--- src/rtl/ysyx_23060136_defines.sv ---
// Shared width macros and architectural constants for the ysyx_23060136 core.
`ifndef YSYX_23060136_DEFINES_SV
`define YSYX_23060136_DEFINES_SV

`define ysyx_23060136_BITS_W 64
`define ysyx_23060136_GPR_W 5
`define ysyx_23060136_INST_W 32
`define ysyx_23060136_CSR_W 12

// mcause value written on an environment call from M-mode
`define ysyx_23060136_MCAUSE_ECALL 64'd11

`endif

--- src/rtl/ysyx_23060136_wbu_pkg.sv ---
// Write-back unit package: FSM states, mem_fmt one-hot layout, stored payload.
`include "ysyx_23060136_defines.sv"

package ysyx_23060136_wbu_pkg;

    typedef enum logic [1:0] {
        IDLE      = 2'd0,
        WAIT_LOAD = 2'd1,
        WRITE     = 2'd2
    } wbu_state_t;

    // mem_fmt bit positions: {word_u,half_u,byte_u,dword,word,half,byte}
    localparam int unsigned FMT_W      = 7;
    localparam int unsigned FMT_BYTE   = 0;
    localparam int unsigned FMT_HALF   = 1;
    localparam int unsigned FMT_WORD   = 2;
    localparam int unsigned FMT_DWORD  = 3;
    localparam int unsigned FMT_BYTE_U = 4;
    localparam int unsigned FMT_HALF_U = 5;
    localparam int unsigned FMT_WORD_U = 6;

    localparam logic [FMT_W-1:0] FMT_BYTE_OH   = 7'(1) << FMT_BYTE;
    localparam logic [FMT_W-1:0] FMT_HALF_OH   = 7'(1) << FMT_HALF;
    localparam logic [FMT_W-1:0] FMT_WORD_OH   = 7'(1) << FMT_WORD;
    localparam logic [FMT_W-1:0] FMT_DWORD_OH  = 7'(1) << FMT_DWORD;
    localparam logic [FMT_W-1:0] FMT_BYTE_U_OH = 7'(1) << FMT_BYTE_U;
    localparam logic [FMT_W-1:0] FMT_HALF_U_OH = 7'(1) << FMT_HALF_U;
    localparam logic [FMT_W-1:0] FMT_WORD_U_OH = 7'(1) << FMT_WORD_U;

    // Everything the stage must remember about one retiring instruction
    typedef struct packed {
        logic [`ysyx_23060136_BITS_W-1:0] pc;
        logic                             commit;
        logic [`ysyx_23060136_GPR_W-1:0]  rd;
        logic                             write_gpr;
        logic                             mem_to_reg;
        logic [FMT_W-1:0]                 mem_fmt;
        logic [`ysyx_23060136_BITS_W-1:0] alu_res;
        logic [`ysyx_23060136_BITS_W-1:0] csr_wdata;
        logic [`ysyx_23060136_BITS_W-1:0] rdata;
        logic [`ysyx_23060136_CSR_W-1:0]  csr_rd_1;
        logic [`ysyx_23060136_CSR_W-1:0]  csr_rd_2;
        logic                             write_csr_1;
        logic                             write_csr_2;
        logic                             ecall;
        logic                             halt;
    } wbu_payload_t;

endpackage

--- src/rtl/ysyx_23060136_wbu_load_ext.sv ---
// Load-result extension: byte/half/word sign- or zero-extended, dword passed
// through; any mem_fmt that is not exactly one-hot yields zero.
`include "ysyx_23060136_defines.sv"

module ysyx_23060136_wbu_load_ext
    import ysyx_23060136_wbu_pkg::*;
(
    input  logic [`ysyx_23060136_BITS_W-1:0] rdata,
    input  logic [FMT_W-1:0]                 mem_fmt,
    output logic [`ysyx_23060136_BITS_W-1:0] ext
);

    // Select extension by the one-hot format; default covers zero/multi-hot
    always_comb begin
        ext = '0;
        case (mem_fmt)
            FMT_BYTE_OH:   ext = {{56{rdata[7]}},  rdata[7:0]};
            FMT_HALF_OH:   ext = {{48{rdata[15]}}, rdata[15:0]};
            FMT_WORD_OH:   ext = {{32{rdata[31]}}, rdata[31:0]};
            FMT_DWORD_OH:  ext = rdata;
            FMT_BYTE_U_OH: ext = {56'd0, rdata[7:0]};
            FMT_HALF_U_OH: ext = {48'd0, rdata[15:0]};
            FMT_WORD_U_OH: ext = {32'd0, rdata[31:0]};
            default:       ext = '0;
        endcase
    end

endmodule

--- src/rtl/ysyx_23060136_wbu_top.sv ---
// Write-back unit: holds one retiring instruction, waits for load data when
// needed, then drives the GPR and CSR write ports for exactly one cycle.
// Optional: define YSYX_23060136_WBU_RETIRE_CNT_EN to add a 64-bit retire counter.
`include "ysyx_23060136_defines.sv"

module ysyx_23060136_wbu_top
    import ysyx_23060136_wbu_pkg::*;
(
    input  logic                             clk,
    input  logic                             rst,

    input  logic                             WB_i_valid,
    output logic                             WB_o_ready,

    input  logic [`ysyx_23060136_BITS_W-1:0] WB_i_pc,
    input  logic [`ysyx_23060136_INST_W-1:0] WB_i_inst,
    input  logic                             WB_i_commit,

    input  logic [`ysyx_23060136_GPR_W-1:0]  WB_i_rd,
    input  logic                             WB_i_write_gpr,
    input  logic                             WB_i_mem_to_reg,
    input  logic [6:0]                       WB_i_mem_fmt,

    input  logic [`ysyx_23060136_BITS_W-1:0] WB_i_alu_res,
    input  logic [`ysyx_23060136_BITS_W-1:0] WB_i_csr_wdata,

    input  logic [`ysyx_23060136_BITS_W-1:0] WB_i_rdata,
    input  logic                             WB_i_rdata_valid,

    input  logic [`ysyx_23060136_CSR_W-1:0]  WB_i_csr_rd_1,
    input  logic [`ysyx_23060136_CSR_W-1:0]  WB_i_csr_rd_2,
    input  logic                             WB_i_write_csr_1,
    input  logic                             WB_i_write_csr_2,
    input  logic                             WB_i_ecall,
    input  logic                             WB_i_halt,

    output logic [`ysyx_23060136_GPR_W-1:0]  WB_o_rd,
    output logic                             WB_o_RegWr,
    output logic [`ysyx_23060136_BITS_W-1:0] WB_o_rf_busW,

    output logic [`ysyx_23060136_CSR_W-1:0]  WB_o_csr_rd_1,
    output logic [`ysyx_23060136_CSR_W-1:0]  WB_o_csr_rd_2,
    output logic                             WB_o_CSRWr_1,
    output logic                             WB_o_CSRWr_2,
    output logic [`ysyx_23060136_BITS_W-1:0] WB_o_csr_busW_1,
    output logic [`ysyx_23060136_BITS_W-1:0] WB_o_csr_busW_2,

    output logic [`ysyx_23060136_BITS_W-1:0] WB_o_pc,
    output logic                             WB_o_commit,
`ifdef YSYX_23060136_WBU_RETIRE_CNT_EN
    output logic [63:0]                      WB_o_retire_cnt,
`endif
    output logic                             WB_o_system_halt
);

    wbu_state_t   state_q, state_d;
    wbu_payload_t pay_q, entry;
    logic         halt_q;
    logic         accept;
    logic         in_write;
    logic [`ysyx_23060136_BITS_W-1:0] load_ext;

    // The instruction word is carried only for tracing upstream; not needed here.
    logic inst_unused;
    assign inst_unused = ^WB_i_inst;

    assign in_write = (state_q == WRITE);
    assign accept   = WB_i_valid & WB_o_ready;

    // Halt is visible in the ebreak's own WRITE cycle so nothing slips in behind it.
    assign WB_o_system_halt = halt_q | (in_write & pay_q.halt);

    // Pack the incoming instruction; load data arrives later
    always_comb begin
        entry             = '0;
        entry.pc          = WB_i_pc;
        entry.commit      = WB_i_commit;
        entry.rd          = WB_i_rd;
        entry.write_gpr   = WB_i_write_gpr;
        entry.mem_to_reg  = WB_i_mem_to_reg;
        entry.mem_fmt     = WB_i_mem_fmt;
        entry.alu_res     = WB_i_alu_res;
        entry.csr_wdata   = WB_i_csr_wdata;
        entry.csr_rd_1    = WB_i_csr_rd_1;
        entry.csr_rd_2    = WB_i_csr_rd_2;
        entry.write_csr_1 = WB_i_write_csr_1;
        entry.write_csr_2 = WB_i_write_csr_2;
        entry.ecall       = WB_i_ecall;
        entry.halt        = WB_i_halt;
    end

    // State, payload and sticky halt registers
    always_ff @(posedge clk) begin
        if (rst) begin
            state_q <= IDLE;
            pay_q   <= '0;
            halt_q  <= 1'b0;
        end else begin
            state_q <= state_d;
            if (accept) begin
                pay_q <= entry;
            end else if ((state_q == WAIT_LOAD) && WB_i_rdata_valid) begin
                pay_q.rdata <= WB_i_rdata;
            end
            if (in_write && pay_q.halt) begin
                halt_q <= 1'b1;
            end
        end
    end

    ysyx_23060136_wbu_load_ext u_load_ext (
        .rdata   (pay_q.rdata),
        .mem_fmt (pay_q.mem_fmt),
        .ext     (load_ext)
    );

    // Next-state and write-port outputs; every port is quiet outside WRITE
    always_comb begin
        state_d         = state_q;
        WB_o_ready      = 1'b0;
        WB_o_rd         = '0;
        WB_o_RegWr      = 1'b0;
        WB_o_rf_busW    = '0;
        WB_o_csr_rd_1   = '0;
        WB_o_csr_rd_2   = '0;
        WB_o_CSRWr_1    = 1'b0;
        WB_o_CSRWr_2    = 1'b0;
        WB_o_csr_busW_1 = '0;
        WB_o_csr_busW_2 = '0;
        WB_o_pc         = '0;
        WB_o_commit     = 1'b0;

        WB_o_ready = (state_q != WAIT_LOAD) && !WB_o_system_halt;

        case (state_q)
            IDLE, WRITE: begin
                if (accept) begin
                    state_d = WB_i_mem_to_reg ? WAIT_LOAD : WRITE;
                end else begin
                    state_d = IDLE;
                end
            end
            WAIT_LOAD: begin
                if (WB_i_rdata_valid) begin
                    state_d = WRITE;
                end
            end
            default: state_d = IDLE;
        endcase

        if (in_write) begin
            WB_o_rd       = pay_q.rd;
            WB_o_RegWr    = pay_q.write_gpr && (pay_q.rd != '0);
            WB_o_rf_busW  = pay_q.mem_to_reg ? load_ext : pay_q.alu_res;
            WB_o_csr_rd_1 = pay_q.csr_rd_1;
            WB_o_csr_rd_2 = pay_q.csr_rd_2;
            WB_o_pc       = pay_q.pc;
            WB_o_commit   = pay_q.commit;
            if (pay_q.ecall) begin
                WB_o_CSRWr_1    = 1'b1;
                WB_o_CSRWr_2    = 1'b1;
                WB_o_csr_busW_1 = pay_q.pc;
                WB_o_csr_busW_2 = `ysyx_23060136_MCAUSE_ECALL;
            end else begin
                WB_o_CSRWr_1    = pay_q.write_csr_1;
                WB_o_CSRWr_2    = pay_q.write_csr_2;
                WB_o_csr_busW_1 = pay_q.csr_wdata;
                WB_o_csr_busW_2 = '0;
            end
        end
    end

`ifdef YSYX_23060136_WBU_RETIRE_CNT_EN
    // Count retired instructions
    always_ff @(posedge clk) begin
        if (rst) begin
            WB_o_retire_cnt <= '0;
        end else if (WB_o_commit) begin
            WB_o_retire_cnt <= WB_o_retire_cnt + 64'd1;
        end
    end
`endif

endmodule
--- config.mk ---
export PLATFORM = sky130hd
export DESIGN_NAME = ysyx_23060136_wbu_top
export DESIGN_NICKNAME = d
export VERILOG_FILES = /design/src/rtl/ysyx_23060136_wbu_pkg.sv /design/src/rtl/ysyx_23060136_wbu_load_ext.sv /design/src/rtl/ysyx_23060136_wbu_top.sv
export VERILOG_INCLUDE_DIRS = /design/src /design/src/rtl
export SDC_FILE = /design/constraint.sdc
export NUM_CORES = 1
export LEC_CHECK = 0
export ABC_AREA = 0
export ABC_CLOCK_PERIOD_IN_PS = 2870
export CAP_MARGIN = 10
export CORE_AREA = 2 2 245 247
export CTS_CLUSTER_SIZE = 10
export DETAILED_ROUTE_END_ITERATION = 10
export DIE_AREA = 0 0 247 249
export SETUP_SLACK_MARGIN = 0.15
export SLEW_MARGIN = 20
export SYNTH_ARGS = -nofsm -noshare
export SYNTH_HDL_FRONTEND = slang
export SYNTH_SLANG_ARGS = --single-unit
--- constraint.sdc ---
create_clock -name clk -period 2.87 [get_ports clk]
set_input_delay 0.287 -clock clk [delete_from_list [all_inputs] [get_ports clk]]
set_output_delay 0.287 -clock clk [all_outputs]
set_load 0.01 [all_outputs]
-- After elaboration in Yosys (flattened, before gate mapping)
Cells that the tools add are included.
- eq/ne operators: 11
- multiplexer cells: 21
- bitwise operators: 3
- reduce and logical (&&, ||, !) cells: 9
- operators by type and width (operator ; count):
    case mux 64 bit (7 select lines) ; 1
    2-to-1 mux 64 bit ; 5
    2-to-1 mux 12 bit ; 2
    2-to-1 mux 4 bit ; 2
    == test 7 x 1 -> 1 bit, second input constant ; 1
    == test 7 x 2 -> 1 bit, second input constant ; 1
    == test 7 x 3 -> 1 bit, second input constant ; 1
    == test 7 x 4 -> 1 bit, second input constant ; 1
    == test 7 x 5 -> 1 bit, second input constant ; 1
    == test 7 x 6 -> 1 bit, second input constant ; 1
    == test 7 bit, second input constant ; 1
    2-to-1 mux 1 bit ; 6
    2-to-1 mux 2 bit ; 3
    2-to-1 mux 5 bit ; 1
    nonzero test 5 bit ; 1
    logical AND 1 bit ; 4
    case mux 2 bit (2 select lines) ; 1
    OR reduction 2 bit ; 2
    bitwise AND 1 bit ; 2
    == test 2 x 1 -> 1 bit, second input constant ; 1
    == test 2 bit, second input constant ; 1
    zero test 2 bit ; 1
    inequality test 2 x 1 -> 1 bit, second input constant ; 1
    inequality test 2 bit, second input constant ; 1
    other kinds (2) ; 2
- register bits: 302
- input port bits: 335
- output and inout bits: 291
- word-level logic and storage cells: 61

-- Depth between registers and ports, before layout
Gate-level depths: netlist of the first run.
- word-level depth: 8
- mapped depth: 8
- gate-level depth less buffers: 4

-- Modules after synthesis
From an unflattened synthesis of the first run, not the netlist that was laid out.
- cell total of the unflattened synthesis: 1982
- area total of the unflattened synthesis: 16155.5 um2
- modules (own cells, without submodules) (module ; times used ; cells an instance ; area each (um2) ; sequential area each (um2)):
    ysyx_23060136_wbu_top ; 1 ; 1882 ; 15404.8 ; 6045.8
    ysyx_23060136_wbu_load_ext ; 1 ; 100 ; 750.7 ; 0.0

-- Worst setup path before layout of the first run
OpenSTA, ideal clock, no wires.
- kind: reg-to-output
- start point: register pay_q[225] (netlist name)
- end point: output WB_o_rf_busW[10]
- arrival: 1.777 ns
- required time: 2.583 ns
- slack: 0.806 ns
- cell stages (with the launch flop): 6
- buffers on the path: 1
- cell sequence: dfxtp_1 > buf_2 > or4_4 > nor4b_4 > a211oi_2 > nor3_1
- longest elaborated chain between the ends: 4
- elaborated cells on any way between the ends: 10
- classes of those cells: eq/ne (7); mux (3)
- RTL lines (element ; RTL line ; source):
    start: declaration ; ysyx_23060136_wbu_top.sv:57 ; wbu_payload_t pay_q, entry;
    start signal: assignment ; ysyx_23060136_wbu_top.sv:101 ; pay_q <= entry;
    == test 7 bit (tied with other cells) ; ysyx_23060136_wbu_load_ext.sv:16 ; case (mem_fmt)
    case mux 64 bit (7 select lines) (*) ; ysyx_23060136_wbu_load_ext.sv:16 ;
    2-to-1 mux 64 bit (*) ; ysyx_23060136_wbu_top.sv:154 ; WB_o_rf_busW = pay_q.mem_to_reg ? load_ext : pay_q.alu_res;
    2-to-1 mux 64 bit (*) ; ysyx_23060136_wbu_top.sv:151 ; if (in_write) begin
    end: declaration ; ysyx_23060136_wbu_top.sv:39 ; output logic [`ysyx_23060136_BITS_W-1:0] WB_o_rf_busW,
Mark *: on every way between the ends. The rest lies on a longest branch, timed or not.

-- Final worst setup path of the first run
- start point: register pay_q[226] (netlist name)
- end point: output WB_o_rf_busW[10]
Same word-level chain as after synthesis.

==> tab_implementation.tex, run 1 <==
\begin{tabular}{lr}
\hline
Metric & Value \\
\hline
\multicolumn{2}{l}{\textbf{Floorplanning}} \\
\quad Top-Level Pins & 626 \\
\quad Overall die width & 247 um \\
\quad Core region area & 58700 um2 \\
\quad Initial core utilization & 0.234 \\
\quad Chip Height & 249 um \\
\quad Number of placement rows & 89 \\
\quad Floorplan die area & 61500 um2 \\
\multicolumn{2}{l}{\textbf{Cells and area}} \\
\quad Number of nets in the finished design & 2723 \\
\quad Design area & 21700 um2 \\
\quad Relative area change from synthesis to final layout & 57.9\% \\
\quad Finished Core Util & 0.370 \\
\quad Number of fill cells in the layout & 6036 \\
\quad Fraction of final layout cells with drive strength greater than 1 & 0.119 \\
\multicolumn{2}{l}{\textbf{Logic synthesis}} \\
\quad Proportion of netlist area held by the largest area contributor & 0.440 \\
\quad Share of synthesized flip-flops with an asynchronous set or reset & 0 \\
\quad Portion of netlist area occupied by mux cells & 0.0466 \\
\quad Sequential-to-total area share from yosys stat & 0.440 \\
\quad Synth top cells by count & 649 x sky130\_fd\_sc\_hd\_\_nand2\_1, 349 x sky130\_fd\_sc\_hd\_\_a21oi\_1, 302 x sky130\_fd\_sc\_hd\_\_dfxtp\_1, 97 x sky130\_fd\_sc\_hd\_\_and2\_1, 93 x sky130\_fd\_sc\_hd\_\_clkbuf\_1 \\
\quad Combined area of all synthesized cells & 13700 um2 \\
\quad Warnings, synthesis & 0 \\
\quad Complex-gate fraction of the synthesized area & 0.163 \\
\quad Netlist cell types & 43 \\
\quad Post-Syn Area per Cell & 7.31 um2 \\
\quad Synthesized-area fraction occupied by and/or/nand/nor cells & 0.266 \\
\quad Cell count after synthesis & 1881 \\
\quad Biggest area contributors in the synthesized netlist & sky130\_fd\_sc\_hd\_\_dfxtp\_1 44\%, sky130\_fd\_sc\_hd\_\_nand2\_1 18\%, sky130\_fd\_sc\_hd\_\_a21oi\_1 13\%, sky130\_fd\_sc\_hd\_\_mux2i\_1 4.7\%, sky130\_fd\_sc\_hd\_\_and2\_1 4.4\% \\
\quad Post-synthesis share of cell area spent on xor and xnor gates & 0.00127 \\
\quad Leading area contributor after synthesis & sky130\_fd\_sc\_hd\_\_dfxtp\_1 \\
\quad Largest family of logic cells by synthesized area & simple AND/OR/NAND/NOR gates \\
\quad Synthesized flop and latch total & 302 \\
\quad Arithmetic-cell share of the synthesized area counting full adders, half adders and majority gates & 0 \\
\quad Prevailing post-synth register cell & sky130\_fd\_sc\_hd\_\_dfxtp\_1 \\
\quad Number of synthesized flops with an enable pin & 0 \\
\quad Top-count cell post-synth & sky130\_fd\_sc\_hd\_\_nand2\_1 \\
\multicolumn{2}{l}{\textbf{Setup path}} \\
\quad Top delay family on crit path & simple AND/OR/NAND/NOR gates \\
\quad Critical path capture point type & primary output \\
\quad CP max-delay cell & sky130\_fd\_sc\_hd\_\_or4\_4 \\
\quad Startpoint type of the worst setup path & flop \\
\quad Most common cell type on the critical path & sky130\_fd\_sc\_hd\_\_buf\_6 \\
\quad Required time at the endpoint of the critical path & 2.58 ns \\
\quad Worst path depth & 8 \\
\quad Maximum fanout encountered on the critical timing path & 3 \\
\quad Depth of the worst register-to-register path & 8 \\
\quad Longest individual stage delay on the worst path & 0.57 ns \\
\quad Worst path arrival time & 2.49 ns \\
\quad Start-to-end type of the worst setup path & flop to primary output \\
\quad Series of cell instances along the critical path & or4\_4, nor4b\_4, buf\_4, buf\_6, buf\_6, o22ai\_2, nor3\_2, buf\_2 \\
\quad Worst path bufs/invs & 4 \\
\multicolumn{2}{l}{\textbf{Job}} \\
\quad Max Cap Violations & 0 \\
\multicolumn{2}{l}{\textbf{GRT}} \\
\quad Global-route usage over all layers & 0.179 \\
\quad Global-route wire length before repair & 85500 um \\
\quad Vias in the first global route & 14400 \\
\quad Number of antenna violations at the first check in global routing & 10 \\
\quad Congestion Overflow GR & 0 \\
\quad Largest net degree at the start of global routing & 152 \\
\multicolumn{2}{l}{\textbf{Clocking}} \\
\quad Number of clock sinks & 302 \\
\quad Maximum count of clock buffers along a single path & 3 \\
\quad CTS buffer count & 38 \\
\quad Number of hold-repair buffers added at the cts stage & 0 \\
\quad Root cell of the clock tree & sky130\_fd\_sc\_hd\_\_clkbuf\_16 \\
\quad Clock tree from TritonCTS & done \\
\quad Clock Pin Slew Worst Setup and Hold Paths & 0.06 ns \\
\quad Clk\_lat worst skew & 0.54 ns \\
\quad H-tree Lvls & 2 \\
\multicolumn{2}{l}{\textbf{STA}} \\
\quad Clock period minus final worst setup slack & 2.78 ns \\
\quad Crit share post-route & 0.969 \\
\quad Worst clock skew & 0.0173 ns \\
\quad Slew Limit Headroom & 0.426 \\
\quad Final Hold Viols & 0 \\
\quad RSZ-0062 raised after global routing & yes \\
\quad Final setup violation count & 0 \\
\quad Peak clock frequency supported by timing & 360 MHz \\
\quad Post-Route Setup TNS & 0 ns \\
\quad Worst hold slack after final layout & 0.166 ns \\
\quad Final max-slew violation count & 0 \\
\quad Least-Margin Pin Slew & 0.861 ns \\
\multicolumn{2}{l}{\textbf{Detailed routing}} \\
\quad Total vias in the final route & 14600 \\
\quad Antenna Violating Nets Remaining & 0 \\
\quad Per-cell routed wire length & 18.4 um \\
\quad Via-to-Cell Ratio & 4.59 \\
\quad First-iteration detailed-routing DRC count & 751 \\
\quad Number of remaining DRC errors & 0 \\
\quad Number of iterations in the first detailed-routing pass & 5 \\
\quad Aggregate routed wire length & 58500 um \\
\multicolumn{2}{l}{\textbf{Placement}} \\
\quad Half-perimeter wire length of the detailed placement result & 38300 um \\
\quad Instance area at placement & 19800 um2 \\
\quad Routability Congestion & 0.908 \\
\quad IO Port Bufs & 532 \\
\multicolumn{2}{l}{\textbf{Hold path}} \\
\quad Hold-critical path depth & 2 \\
\quad Worst hold path class & input pin to flop \\
\multicolumn{2}{l}{\textbf{Power}} \\
\quad Power per cell area & 500 nW/um2 \\
\quad Total power consumption of the routed design & 10.9 mW \\
\quad Leakage power of the design & 7.95 nW \\
\quad Worst IR drop on VDD & 0.324 mV \\
\multicolumn{2}{l}{\textbf{Outcome}} \\
\quad Result of the run & finished clean \\
\hline
\end{tabular}
==> stage by stage <==
stage / setup WS, ns / instances
2_1_floorplan: 0.806 / 1941
3_3_place_gp: 0.224 / 3076
3_5_place_dp: 0.143 / 3076
4_1_cts: -0.00799 / 3161
5_1_grt: -0.0485 / 3180
6_report: 0.0899 / 3182
==> power by group <==
part           internal (mW)  switching (mW)  leakage [nW]
Sequential              4.43           0.156          2.48
Clock                   2.61            1.84         0.540
Combinational          0.885           0.939          4.93
Total                   7.92            2.94          7.95
==> layer usage <==
layer / up-vias / GRT usage / share of wire
li1: 7018 / - / -
met1: 6929 / 0.213 / 0.40
met2: 554 / 0.305 / 0.48
met3: 98 / 0.0556 / 0.089
met4: 12 / 0.0518 / 0.028
met5: - / 0 / 0.0013
==> sequential cells by signal, summed over array words and instances, names as in the netlist <==
| register | flops |
|---|---|
| pay_q | 299 |
| state_q | 2 |
| halt_q | 1 |
==> final timing paths <==
path / startpoint / endpoint / slack [ns]
setup reg to reg: state_q[0]$_SDFFE_PP0P_ / pay_q[84]$_SDFFE_PP0P_ / 0.45
setup / recovery: pay_q[226]$_SDFFE_PP0P_ / WB_o_rf_busW[10] / 0.09
hold / removal: rst / pay_q[231]$_SDFFE_PP0P_ / 0.17
hold reg to reg: pay_q[38]$_SDFFE_PP0P_ / pay_q[38]$_SDFFE_PP0P_ / 0.45
==> cells in the final DEF, fill, tap and decap left out, types with 10 or more instances in the layout <==
master / n
sky130_fd_sc_hd__buf_2: 42
sky130_fd_sc_hd__conb_1: 61
sky130_fd_sc_hd__o21ai_2: 12
sky130_fd_sc_hd__a21oi_1: 313
sky130_fd_sc_hd__buf_12: 20
sky130_fd_sc_hd__o21ai_1: 21
sky130_fd_sc_hd__clkbuf_16: 43
sky130_fd_sc_hd__and2_1: 95
sky130_fd_sc_hd__dfxtp_1: 294
sky130_fd_sc_hd__a21oi_4: 15
sky130_fd_sc_hd__clkbuf_2: 11
sky130_fd_sc_hd__nand2b_1: 10
sky130_fd_sc_hd__clkbuf_1: 12
sky130_fd_sc_hd__a21oi_2: 21
sky130_fd_sc_hd__nand2_1: 647
sky130_fd_sc_hd__clkdlybuf4s50_1: 465
sky130_fd_sc_hd__nor2_1: 73
sky130_fd_sc_hd__buf_4: 40
sky130_fd_sc_hd__mux2i_1: 64
sky130_fd_sc_hd__o21ai_0: 19
sky130_fd_sc_hd__buf_6: 26
==> area by class of cell <==
| class | count | area [um2] | area share |
|---|---|---|---|
| multi-input combinational | 1420 | 7240 | 0.333 |
| timing repair buffer | 625 | 6320 | 0.291 |
| sequential | 302 | 6060 | 0.279 |
| clock buffer | 53 | 1050 | 0.0483 |
| tap | 773 | 967 | 0.0446 |
| clock inverter | 5 | 53.8 | 0.00248 |
| antenna | 3 | 7.51 | 0.000346 |
| inverter | 1 | 3.75 | 0.000173 |
==> worst register-to-register path, cell delays in order (launching register included) <==
cell	delay, ns
sky130_fd_sc_hd__dfxtp_1	0.42
sky130_fd_sc_hd__nor2b_4	0.08
sky130_fd_sc_hd__buf_6	0.15
sky130_fd_sc_hd__clkbuf_16	0.22
sky130_fd_sc_hd__a2111o_2	0.61
sky130_fd_sc_hd__buf_12	0.21
sky130_fd_sc_hd__nand2b_2	0.12
sky130_fd_sc_hd__buf_4	0.35
sky130_fd_sc_hd__a21oi_1	0.12
==> logic make-up after synthesis <==
kind of cell           count (synthesis)
AO/OA/AOI/OAI                        428
XOR/XNOR                               2
buffers and inverters                219
flip-flops                           302
multiplexers                          64
other                                  1
AND/OR/NAND/NOR                      865
==> timing repair <==
item,in CTS,in global routing
endpoints found under the setup margin,103,131
buffers inserted,21,14
gates cloned,6,4
pin swaps,27,18
resized for setup,334,73
Note: power is estimated with default switching activity, not from simulation.
==> run 2: changes to the inputs <==
- CTS_CLUSTER_DIAMETER: not set -> 50
- SLEW_MARGIN: 20 -> not set
==> tab_implementation.tex, run 2 (synthesized netlist as in run 1, its figures left out) <==
\begin{tabular}{lr}
\hline
Metric & Value \\
\hline
\multicolumn{2}{l}{\textbf{STA}} \\
\quad Clock period minus final worst setup slack & 2.85 ns (was 2.78 ns) \\
\quad Final max-slew violation count & 0 (unchanged) \\
\quad Least-Margin Pin Slew & 0.866 ns (was 0.861 ns) \\
\quad Peak clock frequency supported by timing & 351 MHz (was 360 MHz) \\
\quad Slew Limit Headroom & 0.422 (was 0.426) \\
\quad Worst clock skew & 0.0375 ns (was 0.0173 ns) \\
\quad Worst hold slack after final layout & 0.145 ns (was 0.166 ns) \\
\quad Final Hold Viols & 0 (unchanged) \\
\quad Crit share post-route & 0.993 (was 0.969) \\
\quad Final critical-path setup slack & 0.0194 ns (was 0.0899 ns) \\
\quad RSZ-0062 raised after global routing & yes (unchanged) \\
\quad Final setup violation count & 0 (unchanged) \\
\multicolumn{2}{l}{\textbf{Clocking}} \\
\quad Root cell of the clock tree & sky130\_fd\_sc\_hd\_\_clkbuf\_16 (unchanged) \\
\quad Maximum count of clock buffers along a single path & 3 (unchanged) \\
\quad H-tree Lvls & 2 (unchanged) \\
\quad Clock tree from TritonCTS & done (unchanged) \\
\quad Clk\_lat worst skew & 0.56 ns (was 0.54 ns) \\
\quad Number of clock sinks & 302 (unchanged) \\
\quad CTS buffer count & 44 (was 38) \\
\quad Clock Pin Slew Worst Setup and Hold Paths & 0.06 ns (about the same) \\
\multicolumn{2}{l}{\textbf{Detailed routing}} \\
\quad First-iteration detailed-routing DRC count & 671 (was 751) \\
\quad Antenna Violating Nets Remaining & 0 (unchanged) \\
\quad DR WL met2 & 28600 um (was 28100 um) \\
\quad Aggregate routed wire length & 58800 um (was 58500 um) \\
\quad Total vias in the final route & 14700 (was 14600) \\
\quad Number of iterations in the first detailed-routing pass & 5 (unchanged) \\
\quad Met3 Routed Length & 5220 um (was 5200 um) \\
\quad Per-cell routed wire length & 18.4 um (about the same) \\
\quad Wire length the detailed router placed on met1 & 23500 um (about the same) \\
\quad Max Used Layer & met5 (unchanged) \\
\quad Number of remaining DRC errors & 0 (unchanged) \\
\quad Via-to-Cell Ratio & 4.60 (was 4.59) \\
\multicolumn{2}{l}{\textbf{Floorplanning}} \\
\quad Overall die width & 247 um (unchanged) \\
\quad Number of placement rows & 89 (unchanged) \\
\quad Chip Height & 249 um (unchanged) \\
\quad Floorplan die area & 61500 um2 (unchanged) \\
\quad Top-Level Pins & 626 (unchanged) \\
\quad Core region area & 58700 um2 (unchanged) \\
\quad Initial core utilization & 0.234 (unchanged) \\
\multicolumn{2}{l}{\textbf{Hold path}} \\
\quad Worst min-delay path startpoint & rst (unchanged) \\
\quad Worst hold path class & input pin to flop (unchanged) \\
\quad Hold-critical path depth & 2 (unchanged) \\
\quad End point of the most critical hold path & pay\_q[231]\$\_SDFFE\_PP0P\_ (unchanged) \\
\multicolumn{2}{l}{\textbf{GRT}} \\
\quad Number of antenna violations at the first check in global routing & 6 (was 10) \\
\quad Congestion Overflow GR & 0 (unchanged) \\
\quad Global-route usage over all layers & 0.182 (was 0.179) \\
\quad Largest net degree at the start of global routing & 152 (unchanged) \\
\quad Global-route wire length before repair & 86900 um (was 85500 um) \\
\quad Vias in the first global route & 14600 (was 14400) \\
\multicolumn{2}{l}{\textbf{Power}} \\
\quad Leakage power of the design & 8.26 nW (was 7.95 nW) \\
\quad Worst IR drop on VDD & 0.381 mV (was 0.324 mV) \\
\quad Power per cell area & 530 nW/um2 (was 500 nW/um2) \\
\multicolumn{2}{l}{\textbf{Setup path}} \\
\quad Maximum fanout encountered on the critical timing path & 4 (was 3) \\
\quad Series of cell instances along the critical path & or4\_4, nor4b\_4, buf\_4, buf\_6, buf\_6, o22ai\_2, nor3\_2, buf\_2 (unchanged) \\
\quad Critical path capture point type & primary output (unchanged) \\
\quad Longest individual stage delay on the worst path & 0.56 ns (was 0.57 ns) \\
\quad Reg-to-reg endpoint & pay\_q[74]\$\_SDFFE\_PP0P\_ (was pay\_q[84]\$\_SDFFE\_PP0P\_) \\
\quad Most common cell type on the critical path & sky130\_fd\_sc\_hd\_\_buf\_6 (unchanged) \\
\quad Worst path arrival time & 2.56 ns (was 2.49 ns) \\
\quad Start-to-end type of the worst setup path & flop to primary output (unchanged) \\
\quad CP max-delay cell & sky130\_fd\_sc\_hd\_\_or4\_4 (unchanged) \\
\quad Worst reg2reg path startpoint & state\_q[0]\$\_SDFFE\_PP0P\_ (unchanged) \\
\quad Depth of the worst register-to-register path & 8 (unchanged) \\
\quad Startpoint type of the worst setup path & flop (unchanged) \\
\quad Worst R2R Setup Slack & 0.41 ns (was 0.45 ns) \\
\quad Required time at the endpoint of the critical path & 2.58 ns (about the same) \\
\multicolumn{2}{l}{\textbf{Cells and area}} \\
\quad Fraction of final layout cells with drive strength greater than 1 & 0.129 (was 0.119) \\
\quad Number of fill cells in the layout & 5950 (was 6036) \\
\quad Number of nets in the finished design & 2730 (was 2723) \\
\quad Most common library cell in the layout ignoring fill and taps & sky130\_fd\_sc\_hd\_\_nand2\_1 (unchanged) \\
\quad Finished Layout Cells & 3197 (was 3182) \\
\quad Top library cells by usage in the layout, fill and taps aside & 647 x sky130\_fd\_sc\_hd\_\_nand2\_1, 462 x sky130\_fd\_sc\_hd\_\_clkdlybuf4s50\_1, 313 x sky130\_fd\_sc\_hd\_\_a21oi\_1, 293 x sky130\_fd\_sc\_hd\_\_dfxtp\_1, 95 x sky130\_fd\_sc\_hd\_\_and2\_1 (was 647 x sky130\_fd\_sc\_hd\_\_nand2\_1, 465 x sky130\_fd\_sc\_hd\_\_clkdlybuf4s50\_1, 313 x sky130\_fd\_sc\_hd\_\_a21oi\_1, 294 x sky130\_fd\_sc\_hd\_\_dfxtp\_1, 95 x sky130\_fd\_sc\_hd\_\_and2\_1) \\
\quad Largest register FFs & 299 (unchanged) \\
\quad Relative area change from synthesis to final layout & 61.6\% (was 57.9\%) \\
\quad Top reg by flops & pay\_q (unchanged) \\
\quad Largest registers & pay\_q (299), state\_q (2), halt\_q (1) (unchanged) \\
\multicolumn{2}{l}{\textbf{Job}} \\
\quad Max Cap Violations & 0 (unchanged) \\
\multicolumn{2}{l}{\textbf{Placement}} \\
\quad Placed instance count & 3076 (unchanged) \\
\quad Worst slack at placement & 0.143 ns (unchanged) \\
\quad Half-perimeter wire length of the detailed placement result & 38300 um (unchanged) \\
\quad IO Port Bufs & 532 (unchanged) \\
\quad Routability Congestion & 0.908 (unchanged) \\
\multicolumn{2}{l}{\textbf{Outcome}} \\
\quad Result of the run & finished clean (unchanged) \\
\hline
\end{tabular}
run 2: changes by cell type in the layout (fill, tap and decap cells not counted), moves of 4 or more:
cell | previous run | this run
sky130_fd_sc_hd__dlygate4sd2_1 | 2 | 13
sky130_fd_sc_hd__clkbuf_2 | 11 | 6
sky130_fd_sc_hd__dlymetal6s2s_1 | 0 | 4
sky130_fd_sc_hd__clkbuf_8 | 3 | 8
sky130_fd_sc_hd__clkbuf_1 | 12 | 4
sky130_fd_sc_hd__inv_6 | 1 | 6
run 2: how the worst max path moves through the flow:
stage                            startpoint  slack [ns]  cells after the start          endpoint
floorplan           pay_q[225]$_SDFFE_PP0P_        0.81                      5  WB_o_rf_busW[10]
global placement    pay_q[226]$_SDFFE_PP0P_        0.22                      5  WB_o_rf_busW[14]
detailed placement  pay_q[224]$_SDFFE_PP0P_        0.14                      5  WB_o_rf_busW[14]
CTS                 pay_q[224]$_SDFFE_PP0P_       -0.03                      8   WB_o_rf_busW[8]
global route        pay_q[223]$_SDFFE_PP0P_       -0.09                      8  WB_o_rf_busW[10]
finish              pay_q[223]$_SDFFE_PP0P_        0.02                      8  WB_o_rf_busW[10]
run 2: routing by layer:
metal  up-vias  global-route usage
met4        10              0.0506
met5         -                   0
met3       102              0.0595
li1       7059                   -
met1      6971               0.212
met2       550               0.316
run 2: final cells by class:
type | count | area, um2 | area share
diodes | 4 | 10.0 | 0.000451
clock inverters | 15 | 185 | 0.00834
flip-flops and latches | 302 | 6070 | 0.273
inverters | 1 | 3.75 | 0.000169
multi-input cells | 1420 | 7320 | 0.330
repair buffers | 626 | 6420 | 0.289
clock buffers | 56 | 1240 | 0.0557
well taps | 773 | 967 | 0.0436
run 2: through the flow:
stage                     power [mW]   util  setup TNS, ns  instance area (um2)
final                           11.8  0.378              0                22200
after global routing            12.3  0.378         -0.324                22200
after CTS                       11.9  0.372         -0.121                21800
after detailed placement        6.35  0.337              0                19800
after global placement          6.33  0.337              0                19800
after floorplan                 5.50      -              0                14000
run 2: repair_timing:
item                       4_1_cts  5_1_grt
pin swaps                       25       24
hold endpoints to repair         0        0
gates cloned                     9        0
gates resized for setup        310       89
setup endpoints to repair      106      108
setup buffers                   27       10
hold buffers                     0        0
run 2: report_power, final:
group	total [mW]	internal (mW)	switching, mW
clock	5.33	3.30	2.03
sequential	4.59	4.43	0.158
combinational	1.84	0.895	0.948
run 2: worst max-delay path, delay by kind of cell, from the launching register on:
family                 cells  cell delay (ns)
AO/OA/AOI/OAI              1             0.06
AND/OR/NAND/NOR            3             1.05
flip-flops                 1             0.34
buffers and inverters      4             0.55
